--- config.mk ---
export PLATFORM = sky130hd
export DESIGN_NAME = arith_result_collector
export DESIGN_NICKNAME = d
export VERILOG_FILES = /design/src/rtl/arith_result_collector.sv
export SDC_FILE = /design/constraint.sdc
export NUM_CORES = 1
export LEC_CHECK = 0
export ABC_AREA = 1
export ABC_CLOCK_PERIOD_IN_PS = 2100
export CORE_ASPECT_RATIO = 0.5
export CORE_MARGIN = 2
export CORE_UTILIZATION = 40
export CTS_CLUSTER_DIAMETER = 50
export DETAILED_ROUTE_END_ITERATION = 10
export SYNTH_ARGS = -nofsm -noshare
export SYNTH_HDL_FRONTEND = slang
export SYNTH_SLANG_ARGS = --single-unit
--- constraint.sdc ---
create_clock -name clk -period 2.1 [get_ports clk]
set_clock_uncertainty 0.15 [all_clocks]
set_input_delay 0.42 -clock clk [delete_from_list [all_inputs] [get_ports clk]]
set_output_delay 0.42 -clock clk [all_outputs]
set_load 0.02 [all_outputs]
--- src/rtl/arith_result_collector.sv ---
// Result collector for the fixed-latency four-operand arithmetic pipeline:
// tracks accepted issues, captures F LAT cycles later and queues it in a credit-protected FIFO.
module arith_result_collector #(
  parameter int WIDTH = 10,
  parameter int LAT   = 3,
  parameter int DEPTH = 4
) (
  input  logic                     clk,
  input  logic                     rst_n,
  input  logic                     in_valid,
  output logic                     issue_ready,
  input  logic [WIDTH-1:0]         f_in,
  output logic                     out_valid,
  input  logic                     out_ready,
  output logic [WIDTH-1:0]         out_data,
  output logic [$clog2(DEPTH):0]   count,
  output logic                     drop_err
);

  localparam int AW = $clog2(DEPTH);
  localparam int CW = AW + 1;
  // Wide enough to hold count + inflight without wrapping for any LAT.
  localparam int SW = $clog2(DEPTH + LAT + 1) + 1;

  logic [LAT-1:0]   v;
  logic [WIDTH-1:0] mem [DEPTH];
  logic [AW-1:0]    wr_ptr;
  logic [AW-1:0]    rd_ptr;
  logic [SW-1:0]    inflight;
  logic             accept;
  logic             capture;
  logic             pop;

  // NOTE: combinational logic uses blocking '=' with a default assigned first, so no latch is inferred.
  always_comb begin
    inflight = '0;
    for (int i = 0; i < LAT; i++) begin
      inflight = inflight + SW'(v[i]);
    end
  end

  // Credit counts every stored and every in-flight result, so the FIFO can never overflow.
  assign issue_ready = (SW'(count) + inflight) < SW'(DEPTH);
  assign accept      = in_valid & issue_ready;
  assign capture     = v[LAT-1];
  assign out_valid   = (count != '0);
  assign pop         = out_valid & out_ready;
  assign out_data    = mem[rd_ptr];

  // NOTE: sequential state uses non-blocking '<=' so every register samples pre-edge values.
  always_ff @(posedge clk) begin
    if (!rst_n) begin
      v        <= '0;
      wr_ptr   <= '0;
      rd_ptr   <= '0;
      count    <= '0;
      drop_err <= 1'b0;
    end else begin
      v[0] <= accept;
      for (int i = 1; i < LAT; i++) begin
        v[i] <= v[i-1];
      end
      if (capture) wr_ptr <= wr_ptr + 1'b1;
      if (pop)     rd_ptr <= rd_ptr + 1'b1;
      case ({capture, pop})
        2'b10:   count <= count + 1'b1;
        2'b01:   count <= count - 1'b1;
        default: ;
      endcase
      if (in_valid && !issue_ready) drop_err <= 1'b1;
    end
  end

  // NOTE: the storage array has no reset; count gates every read, so stale contents are never visible.
  always_ff @(posedge clk) begin
    if (rst_n && capture) mem[wr_ptr] <= f_in;
  end

  overflow_never : assert property (@(posedge clk) disable iff (!rst_n)
    !(capture && !pop && count == CW'(DEPTH)));

endmodule

==> impl_metrics.toml <==
[status]
outcome = "finished with violations"
violations = "setup timing"

[placed_design]
pre_cts_ws_ps = -372
hpwlAfterDp_um = 2770
gp_congestion = 0.776
portBuffers = 29

[die]
initial_core_util = 0.427
pin_count = 30
design.core.area_um2 = 5040
row_count = 18
die_x_um = 108
dieArea_um2 = 6020
die_h_um = 55.9

[clocking]
cts.sinks = 53
cts_tree = "built"
clkLatencyLatePin_ps = 290
cts.path.max_buffers = 2
numCtsBuffers = 5
cts-hold-fix-buffers = 0
cts_root_buffer = "clkbuf_8"
h-tree-depth = 2
path_clk_slew_ps = 80

[detailed_routing]
drt_iter0_drc = 40
ant_nets = 0
vias = 1456
via_per_inst = 4.79
drc = 0
drt-total-wl_um = 4030
dr.pass1.iters = 4
wl_per_cell_um = 13.3

[final_layout]
diodes = 0
layout.nets = 255
drive_gt1_frac = 0.201
area_growth_pct = 30.2

[timing]
hold_viol_final = 0
final_max_slew_viol_count = 0
slew_headroom = 0.848
finalWorstSetupSlack_ps = -91.9
rsz0062_at_grt = "yes"
max_freq_mhz = 456
period_share = 1.04
worstMarginPinSlew_ps = 227
period_minus_slack_ps = 2190
setup_viol = 1

[synthesis]
netlist_top_cells_count = "40 x edfxtp_1, 29 x nor2_1, 22 x o21ai_1"
ys_ff_latch = 53
synth_fa_ha_area_frac = 0.0535
synth_flop_cell = "edfxtp_1"
yosysUniqueCellTypes = 18
yosysWarnings = 0
synthMuxAreaShare = 0
avgSynthCellArea_um2 = 11.8
synth_nets = 204
netlist_area_um2 = 2150
synth_compound_area_frac = 0.0988
synth_top_family_by_area = "simple AND/OR/NAND/NOR gates"
yosysSeqAreaShare = 0.679
synthArstFlopShare = 0
synth_xor_area_frac = 0
synth_top_area_frac = 0.558
synthCells = 182
synth_edf_count = 40
synth.area.top_cells = "edfxtp_1 56%, dfxtp_1 12%, o21ai_1 5.1%, nor2_1 5.1%, ha_1 3.5%"
yosysMostFrequentCell = "edfxtp_1"
yosys.area.top_type = "edfxtp_1"
synth-simple-area-share = 0.101

[global_route]
grt_pass1_vias = 1425
grt_pass1_wl_um = 6800
grt_overflow_total = 0
antenna_found_initial = 0
grt_use_total = 0.149
grt_max_degree = 16

[setup_path]
crit_cells = 8
reg2reg_slack_ps = 130
path_cells = "inv_2 -> fa_2 -> inv_2 -> ha_4 -> nand3_2 -> nand3_2 -> inv_2 -> buf_6"
crit_fanout = 2
cpMostUsedCell = "inv_2"
worstPathRequired_ps = 1530
critPathKind = "reg -> out"
r2r_cells = 12
end_kind = "primary output"
critPathTopFamily = "adder cells"
worstPathArrival_ps = 1620
crit_slowest_cell = "fa_2"
r2r_start = "count[1]"
r2r-end = "count[2]"
path_buf_inv = 4
crit_path_start_kind = "register"
slowest_delay_ps = 380

[worst_hold_path]
hold_depth = 2
hold_path.class = "reg -> reg"
holdPathEnd = "v[1]"
min_from = "v[0]"

[power_and_ir_drop]
p_per_area_nw_per_um2 = 948
ir_drop_v = 0.000522
total_power_uw = 2660
p_leak_uw = 0.00109

[flow_run]
drv_cap = 0
## where the power goes
part	switching, uW	internal (uW)
Clock	313	352
Sequential	32.7	1170
Combinational	427	361
## cells in the final DEF (no fill, tap or decap), types with 5 or more instances in the layout
| cell | instances |
|---|---|
| clkbuf_8 | 5 |
| dlygate4sd2_1 | 8 |
| o22ai_1 | 10 |
| edfxtp_1 | 40 |
| clkdlybuf4s50_1 | 17 |
| dfxtp_1 | 8 |
| inv_1 | 16 |
| nor2_1 | 29 |
| inv_2 | 8 |
| o21ai_1 | 22 |
| a21oi_1 | 6 |
| nand2_1 | 14 |
| buf_4 | 18 |
## sequential cells by signal, indices dropped and copies added, names as in the netlist, named ones only
| register | flops |
|---|---|
| count | 3 |
| drop_err | 1 |
| mem | 40 |
| rd_ptr | 2 |
| v | 3 |
| wr_ptr | 2 |
## layout make-up
type,instances,area (um^2)
clock inverter,2,33.8
multi-input combinational,99,572
fill,456,2240
tap,70,87.6
sequential,53,1470
inverter,24,90.1
timing repair buffer,50,477
clock buffer,6,72.6
## cells by family after synthesis
group,count (synthesis)
AOI/OAI and AO/OA,40
adders and majority gates,8
buffers and inverters,30
DFF,53
and+or+nand+nor,51
## worst register-to-register path, stage by stage (launching register included)
cell     delay (ps)
dfxtp_2         360
buf_4           130
inv_2            50
nand3_4         100
and2_1          140
ha_2            180
inv_2            40
fa_1            370
nand2_1         110
nand3_1          90
nand2_1          70
inv_1            40
nor2_1           80
## what timing repair did
item                       CTS  global route
pin swaps                    0             2
gates resized for setup     24             9
setup endpoints to repair   12             5
buffers inserted             0             2
## worst max path at each step
stage | endpoint | slack (ps) | from
2_1_floorplan | issue_ready | 70 | count[0]
3_3_place_gp | issue_ready | -300 | count[0]
3_5_place_dp | issue_ready | -370 | count[0]
4_1_cts | issue_ready | -120 | count[0]
5_1_grt | issue_ready | -180 | v[2]
6_report | issue_ready | -90 | v[2]
## metal layers
metal	track usage	wire length, um	vias up
li1	-	-	727
met1	0.193	1930	706
met2	0.247	1940	19
met3	0.0386	129	4
met4	0.0440	33	0
met5	0	0	-
## stage by stage
stage / std cells / cell area, um^2 / hold WS (ps) / TNS, ps / utilization
floorplan: 182 / 2150 / 263 / 0 / -
global placement: 294 / 2660 / 282 / -381 / 0.526
detailed placement: 294 / 2660 / 288 / -505 / 0.526
CTS: 302 / 2780 / 301 / -122 / 0.550
global route: 304 / 2800 / 308 / -182 / 0.556
finish: 304 / 2800 / 296 / -91.9 / 0.556
(Power assumes the default switching activity.)
